### src/rtl/mig_eval_engine_pkg.sv
// Shared types and sizing for the MIG evaluation engine.
// Operand and gate layouts are sized from the package defaults MIG_NUM_IN / MIG_NUM_GATES.
package mig_eval_pkg;

  function automatic int sel_width(input int n_in, input int n_gates);
    return $clog2(1 + n_in + n_gates);
  endfunction

  localparam int MIG_NUM_IN    = 7;
  localparam int MIG_NUM_GATES = 8;
  localparam int MIG_SEL_W     = sel_width(MIG_NUM_IN, MIG_NUM_GATES);
  localparam int MIG_ADDR_W    = $clog2(MIG_NUM_GATES);
  localparam int MIG_LEN_W     = MIG_ADDR_W + 1;

  typedef enum logic [1:0] {
    IDLE,
    EVAL,
    DONE
  } state_t;

  typedef struct packed {
    logic                 inv;
    logic [MIG_SEL_W-1:0] sel;
  } operand_t;

  typedef struct packed {
    operand_t c;
    operand_t a;
    operand_t b;
  } gate_t;

endpackage

### src/rtl/mig_eval_engine_if.sv
// Configuration, input-vector and result handshake bundle of the MIG evaluation engine.
interface mig_eval_engine_if;
  import mig_eval_pkg::*;

  logic                  cfg_we;
  logic [MIG_ADDR_W-1:0] cfg_addr;
  gate_t                 cfg_data;
  logic [MIG_LEN_W-1:0]  cfg_len;
  logic                  cfg_out_inv;
  logic                  cfg_ready;

  logic                  in_valid;
  logic                  in_ready;
  logic [MIG_NUM_IN-1:0] in_x;

  logic                  out_valid;
  logic                  out_ready;
  logic                  out_bit;
  logic                  out_last;

  modport master (
    output cfg_we, cfg_addr, cfg_data, cfg_len, cfg_out_inv,
    output in_valid, in_x, out_ready,
    input  cfg_ready, in_ready, out_valid, out_bit, out_last
  );

  modport slave (
    input  cfg_we, cfg_addr, cfg_data, cfg_len, cfg_out_inv,
    input  in_valid, in_x, out_ready,
    output cfg_ready, in_ready, out_valid, out_bit, out_last
  );

endinterface

### src/rtl/mig_eval_engine_operand_mux.sv
// Resolves one operand selector to a bit from {constant 0, input vector, node registers}.
// Selectors past the last node read 0; the inv flag complements the picked bit.
module mig_operand_mux
  import mig_eval_pkg::*;
#(
  parameter int NUM_IN    = MIG_NUM_IN,
  parameter int NUM_GATES = MIG_NUM_GATES
) (
  input  operand_t              op_i,
  input  logic [NUM_IN-1:0]     x_i,
  input  logic [NUM_GATES-1:0]  node_i,
  output logic                  bit_o
);

  localparam int SRC_N = 1 + NUM_IN + NUM_GATES;

  logic [SRC_N-1:0] src;
  logic             raw;

  assign src = {node_i, x_i, 1'b0};

  always_comb begin
    raw = 1'b0;
    if (int'(op_i.sel) < SRC_N) raw = src[op_i.sel];
    bit_o = raw ^ op_i.inv;
  end

endmodule

### src/rtl/mig_eval_engine.sv
// Sequential MIG evaluator: one majority node per cycle from a loadable gate program.
// Optional MIG_EVAL_SWEEP_EN adds sweep_start for internal truth-table enumeration.
module mig_eval_engine
  import mig_eval_pkg::*;
(
  input  logic                 clk,
  input  logic                 rst_n,
`ifdef MIG_EVAL_SWEEP_EN
  input  logic                 sweep_start,
`endif
  mig_eval_engine_if.slave     bus
);

  localparam int NUM_IN    = MIG_NUM_IN;
  localparam int NUM_GATES = MIG_NUM_GATES;
  localparam int ADDR_W    = MIG_ADDR_W;
  localparam int LEN_W     = MIG_LEN_W;

  state_t                state_q, state_d;
  logic [ADDR_W-1:0]     gidx_q, gidx_d;
  logic [LEN_W-1:0]      len_q, len_d;
  logic [NUM_IN-1:0]     x_q, x_d;
  logic                  inv_q, inv_d;
  logic [NUM_GATES-1:0]  node_q, node_d;
  logic                  obit_q, obit_d;
`ifdef MIG_EVAL_SWEEP_EN
  logic                  sweep_q, sweep_d;
`endif

  gate_t                 prog_q [NUM_GATES];
  gate_t                 cur;
  logic                  op_a, op_b, op_c, maj;
  logic                  last_gate;

  function automatic logic [LEN_W-1:0] clamp_len(input logic [LEN_W-1:0] l);
    if (l == '0)                          return LEN_W'(1);
    else if (int'(l) > NUM_GATES)         return LEN_W'(NUM_GATES);
    else                                  return l;
  endfunction

  // Program memory carries no reset; writes only land while the engine is idle.
  always_ff @(posedge clk) begin
    if (bus.cfg_we && (state_q == IDLE)) prog_q[bus.cfg_addr] <= bus.cfg_data;
  end

  assign cur = prog_q[gidx_q];

  mig_operand_mux #(.NUM_IN(NUM_IN), .NUM_GATES(NUM_GATES)) u_mux_a (
    .op_i(cur.a), .x_i(x_q), .node_i(node_q), .bit_o(op_a)
  );
  mig_operand_mux #(.NUM_IN(NUM_IN), .NUM_GATES(NUM_GATES)) u_mux_b (
    .op_i(cur.b), .x_i(x_q), .node_i(node_q), .bit_o(op_b)
  );
  mig_operand_mux #(.NUM_IN(NUM_IN), .NUM_GATES(NUM_GATES)) u_mux_c (
    .op_i(cur.c), .x_i(x_q), .node_i(node_q), .bit_o(op_c)
  );

  assign maj       = (op_a & op_b) | (op_a & op_c) | (op_b & op_c);
  assign last_gate = ({1'b0, gidx_q} == (len_q - LEN_W'(1)));

  always_comb begin
    state_d = state_q;
    gidx_d  = gidx_q;
    len_d   = len_q;
    x_d     = x_q;
    inv_d   = inv_q;
    node_d  = node_q;
    obit_d  = obit_q;
`ifdef MIG_EVAL_SWEEP_EN
    sweep_d = sweep_q;
`endif

    unique case (state_q)
      IDLE: begin
        if (bus.in_valid) begin
          state_d = EVAL;
          gidx_d  = '0;
          len_d   = clamp_len(bus.cfg_len);
          x_d     = bus.in_x;
          inv_d   = bus.cfg_out_inv;
          node_d  = '0;
        end
`ifdef MIG_EVAL_SWEEP_EN
        else if (sweep_start) begin
          state_d = EVAL;
          gidx_d  = '0;
          len_d   = clamp_len(bus.cfg_len);
          x_d     = '0;
          inv_d   = bus.cfg_out_inv;
          node_d  = '0;
          sweep_d = 1'b1;
        end
`endif
      end
      EVAL: begin
        node_d[gidx_q] = maj;
        gidx_d         = gidx_q + ADDR_W'(1);
        if (last_gate) begin
          state_d = DONE;
          obit_d  = maj ^ inv_q;
        end
      end
      DONE: begin
        if (bus.out_ready) begin
          state_d = IDLE;
`ifdef MIG_EVAL_SWEEP_EN
          sweep_d = 1'b0;
          // A sweep chains straight into the next vector without revisiting IDLE.
          if (sweep_q && !(&x_q)) begin
            state_d = EVAL;
            sweep_d = 1'b1;
            x_d     = x_q + NUM_IN'(1);
            gidx_d  = '0;
            node_d  = '0;
          end
`endif
        end
      end
      default: state_d = IDLE;
    endcase

    bus.cfg_ready = (state_q == IDLE);
    bus.in_ready  = (state_q == IDLE);
    bus.out_valid = (state_q == DONE);
    bus.out_bit   = obit_q;
`ifdef MIG_EVAL_SWEEP_EN
    bus.out_last  = sweep_q && (&x_q) && (state_q == DONE);
`else
    bus.out_last  = 1'b0;
`endif
  end

  always_ff @(posedge clk or negedge rst_n) begin
    if (!rst_n) begin
      state_q <= IDLE;
      gidx_q  <= '0;
      len_q   <= LEN_W'(1);
      x_q     <= '0;
      inv_q   <= 1'b0;
      node_q  <= '0;
      obit_q  <= 1'b0;
`ifdef MIG_EVAL_SWEEP_EN
      sweep_q <= 1'b0;
`endif
    end else begin
      state_q <= state_d;
      gidx_q  <= gidx_d;
      len_q   <= len_d;
      x_q     <= x_d;
      inv_q   <= inv_d;
      node_q  <= node_d;
      obit_q  <= obit_d;
`ifdef MIG_EVAL_SWEEP_EN
      sweep_q <= sweep_d;
`endif
    end
  end

endmodule

### src/flat_wrapper.sv
// flat-port wrapper written by rule: the top's interface ports become plain ports
module mig_eval_engine_flat import mig_eval_pkg::*;
  (clk, rst_n, bus_cfg_we, bus_cfg_addr, bus_cfg_data, bus_cfg_len, bus_cfg_out_inv, bus_in_valid, bus_in_x, bus_out_ready, bus_cfg_ready, bus_in_ready, bus_out_valid, bus_out_bit, bus_out_last);
  mig_eval_engine_if bus_i ();
  input  logic clk;
  input  logic rst_n;
  input wire logic [$bits(bus_i.cfg_we)-1:0] bus_cfg_we;
  input wire logic [$bits(bus_i.cfg_addr)-1:0] bus_cfg_addr;
  input wire logic [$bits(bus_i.cfg_data)-1:0] bus_cfg_data;
  input wire logic [$bits(bus_i.cfg_len)-1:0] bus_cfg_len;
  input wire logic [$bits(bus_i.cfg_out_inv)-1:0] bus_cfg_out_inv;
  input wire logic [$bits(bus_i.in_valid)-1:0] bus_in_valid;
  input wire logic [$bits(bus_i.in_x)-1:0] bus_in_x;
  input wire logic [$bits(bus_i.out_ready)-1:0] bus_out_ready;
  output wire logic [$bits(bus_i.cfg_ready)-1:0] bus_cfg_ready;
  output wire logic [$bits(bus_i.in_ready)-1:0] bus_in_ready;
  output wire logic [$bits(bus_i.out_valid)-1:0] bus_out_valid;
  output wire logic [$bits(bus_i.out_bit)-1:0] bus_out_bit;
  output wire logic [$bits(bus_i.out_last)-1:0] bus_out_last;
  assign bus_i.cfg_we = bus_cfg_we;
  assign bus_i.cfg_addr = bus_cfg_addr;
  assign bus_i.cfg_data = bus_cfg_data;
  assign bus_i.cfg_len = bus_cfg_len;
  assign bus_i.cfg_out_inv = bus_cfg_out_inv;
  assign bus_i.in_valid = bus_in_valid;
  assign bus_i.in_x = bus_in_x;
  assign bus_i.out_ready = bus_out_ready;
  assign bus_cfg_ready = bus_i.cfg_ready;
  assign bus_in_ready = bus_i.in_ready;
  assign bus_out_valid = bus_i.out_valid;
  assign bus_out_bit = bus_i.out_bit;
  assign bus_out_last = bus_i.out_last;
  mig_eval_engine u_core (.clk(clk), .rst_n(rst_n), .bus(bus_i));
endmodule
### config.mk
export PLATFORM = sky130hd
export DESIGN_NAME = mig_eval_engine_flat
export DESIGN_NICKNAME = d
export VERILOG_FILES = /design/src/rtl/mig_eval_engine_pkg.sv /design/src/rtl/mig_eval_engine_if.sv /design/src/rtl/mig_eval_engine_operand_mux.sv /design/src/rtl/mig_eval_engine.sv /design/src/flat_wrapper.sv
export SDC_FILE = /design/constraint.sdc
export NUM_CORES = 1
export LEC_CHECK = 0
export ABC_AREA = 1
export BUFFER_PORTS_ARGS = -buffer_cell sky130_fd_sc_hd__clkbuf_2
export CORE_AREA = 4 4 122 124
export CTS_BUF_LIST = sky130_fd_sc_hd__clkbuf_4
export DETAILED_ROUTE_END_ITERATION = 10
export DIE_AREA = 0 0 126 128
export PLACE_DENSITY = 0.77
export SYNTH_ARGS = -nofsm -noshare
export SYNTH_HDL_FRONTEND = slang
export SYNTH_SLANG_ARGS = --single-unit
export TNS_END_PERCENT = 1
### constraint.sdc
create_clock -name clk -period 3.65 [get_ports clk]
set_clock_uncertainty 0.1 [all_clocks]
set_input_delay 1.095 -clock clk [delete_from_list [all_inputs] [get_ports clk]]
set_output_delay 1.095 -clock clk [all_outputs]
set_load 0.01 [all_outputs]
==> out/metrics.csv <==
metric,value,unit
clkTransAtPathRegs,0.14,ns
slew_headroom,54.2,%
ys_seq_area_share,62.9,%
num_vias,4901,
cts_setup_buffers,0,
syn-cell-area,6770,um2
cts.sinks,146,
layout_setup_ws,0.733,ns
cellPowerDensity,822,nW/um2
nNetsFinal,770,
crit_path_max_fanout,16,
n_fill_cell,1233,
pre_cts_ws,0.791,ns
ir_drop,0.000287,V
die_area,16100,um2
grt_pass1_wl,24300,um
die_x,126,um
viasPerCell,5.29,
yosys.area_share.simple,23.8,%
slew_violations,0,
grt_start_max_net_pins,41,
numPortBuffers,38,
async_reset_ff_share,17.8,%
avgSynthCellArea,9.91,um2
synth_xor_area_share,0.518,%
ff_latch_area,4260,um2
clockRootBuffer,clkbuf_4,
cpMostUsedCell,nand2_1,
area_growth,9.83,%
cts_buffers,17,
synth_edf_count,120,
clk_path_buf_depth,2,
syn-num-nets,720,
floorplan.initialDensity,49.1,%
hpwl,10000,um
critical_path_arrival,3.30,ns
setup-tns-final,0,ns
hold_path_class,input pin to asynchronous set/reset pin,
max_freq,0.343,GHz
cts_tree,yes,
final_cell_mix,"nand2_1 (221), edfxtp_1 (120), inv_1 (84)",
crit_path_start_kind,flop,
syn_inst,683,
pin_count,40,
critPathTopFamily,simple AND/OR/NAND/NOR gates,
die_h,128,um
rsz0062_at_grt,no,
first_pass_iters,8,
fp.coreArea,13800,um2
rows,43,
synth-compound-area-share,5.23,%
layout-drive-gt1-share,16.2,%
multi_input_area,2030,um2
antenna_found_initial,1,
yosys_warnings,0,
hold_buffers,0,
layout.cells.non_filler,927,
cp_cell_sequence,inv_1 -> nand3_1 -> o22ai_1 -> nor2_1 -> nand3b_1 -> nand3b_1 -> nand3_1 -> nand2_1 -> nand2_2 -> nand2_4 -> nand2_4 -> nand2_2 -> nand2_1 -> nand2_1 -> nand2_1,
cts_resized,0,
track_usage,19.5,%
drt_iter0_markers,526,
clk_latency,0.57,ns
synth_mux_area_share,0,%
slowest_delay,0.53,ns
final-setup-viol-count,0,
drt-total-wl,14900,um
critical_path_class,flop to flop,
wire_per_inst,16.1,um
fin_crit_sh,79.9,%
cp_slowest_cell,dfrtp_1,
critPathBufInv,1,
drc,0,
hold_viol_final,0,
synth_cell_types,39,
cp.required,4.04,ns
grt_pass1_vias,4650,
dp.cells,894,
synth_ff_type,edfxtp_1,
total_power,0.00611,W
ys_seq_elements,146,
yosys.area_share.adder,0.370,%
synth_top_family_by_area,simple AND/OR/NAND/NOR gates,
grt-ovfl-total,0,
place_congestion,0.939,
cap_violations,0,
drt.antenna.violating_nets,0,
cts_max_level,4,
post-route-min-period,2.92,ns
worst_pin_slew,0.687,ns
p_leak,3.20,nW
status,completed,
final_common_cell,nand2_1,
end_kind,flop,
==> path summary, 6_finish.rpt <==
path / start / endpoint / slack (ns) / cells after the start
min reg2reg: u_core.bus.out_bit / u_core.bus.out_bit / 0.43 / 2
max reg2reg: u_core.gidx_q[1] / u_core.bus.out_bit / 0.73 / 15
min: rst_n / u_core.state_q[0] / 0.43 / 1
max in group asynchronous: rst_n / u_core.gidx_q[0] / 2.56 / 1
min in group clk: u_core.bus.out_bit / u_core.bus.out_bit / 0.43 / 2
max: u_core.gidx_q[1] / u_core.bus.out_bit / 0.73 / 15
==> kinds of logic (layout without fill, tap and decap cells) <==
| family | count (synthesis) | in the layout |
|---|---|---|
| and+or+nand+nor | 364 | 364 |
| DFF | 146 | 146 |
| buffers and inverters | 109 | 172 |
| AOI/OAI and AO/OA | 57 | 57 |
| xor gates and xnor gates | 4 | 4 |
| adders and majority gates | 2 | 2 |
| other | 1 | 2 |
==> layout make-up <==
type | count | area share (%)
Inverter | 91 | 4.63
Tap cell | 180 | 3.03
Timing Repair Buffer | 49 | 3.67
Clock inverter | 15 | 2.44
Antenna cell | 1 | 0.0337
Clock buffer | 17 | 1.72
Multi-Input combinational cell | 428 | 27.2
Sequential cell | 146 | 57.2
==> Yosys cell counts (all sizes together), types with 8 or more instances <==
master / number / share of area, %
dfrtp: 25 / 9.2
nand2: 238 / 14
o22ai: 21 / 1.9
nand3: 50 / 3.9
buf: 18 / 2.1
o21ai: 15 / 1.1
edfxtp: 120 / 53
a21oi: 8 / 0.65
nor2: 57 / 3.6
inv: 91 / 5.1
==> per-layer routing <==
layer / global-route usage [%] / wire (um) / up-vias
met2: 30.7 / 6910 / 206
met3: 4.63 / 1180 / 24
met5: 0 / 0 / -
met4: 8.33 / 303 / 0
met1: 26.1 / 6510 / 2316
li1: - / - / 2355
==> through the flow <==
stage	util [%]	cell area, um2	hold WS, ns
6_report	54.0	7430	0.426
5_1_grt	54.0	7430	0.449
4_1_cts	54.0	7430	0.430
3_5_place_dp	51.7	7120	0.397
3_3_place_gp	51.7	7120	0.388
2_1_floorplan	-	6770	0.377
==> state kept, by name, indices dropped and copies added, names as in the netlist <==
register,cells
u_core.inv_q,1
u_core.len_q,4
u_core.state_q,2
u_core.bus.out_bit,1
u_core.gidx_q,3
u_core.prog_q,120
u_core.node_q,8
u_core.x_q,7
==> power by group <==
| group | total [W] | internal (W) | switching (W) |
|---|---|---|---|
| Sequential | 0.00216 | 0.00199 | 0.000175 |
| Combinational | 0.00287 | 0.000911 | 0.00196 |
| Clock | 0.00108 | 0.000482 | 0.000602 |
No activity file was read; power rests on OpenSTA's default activity.
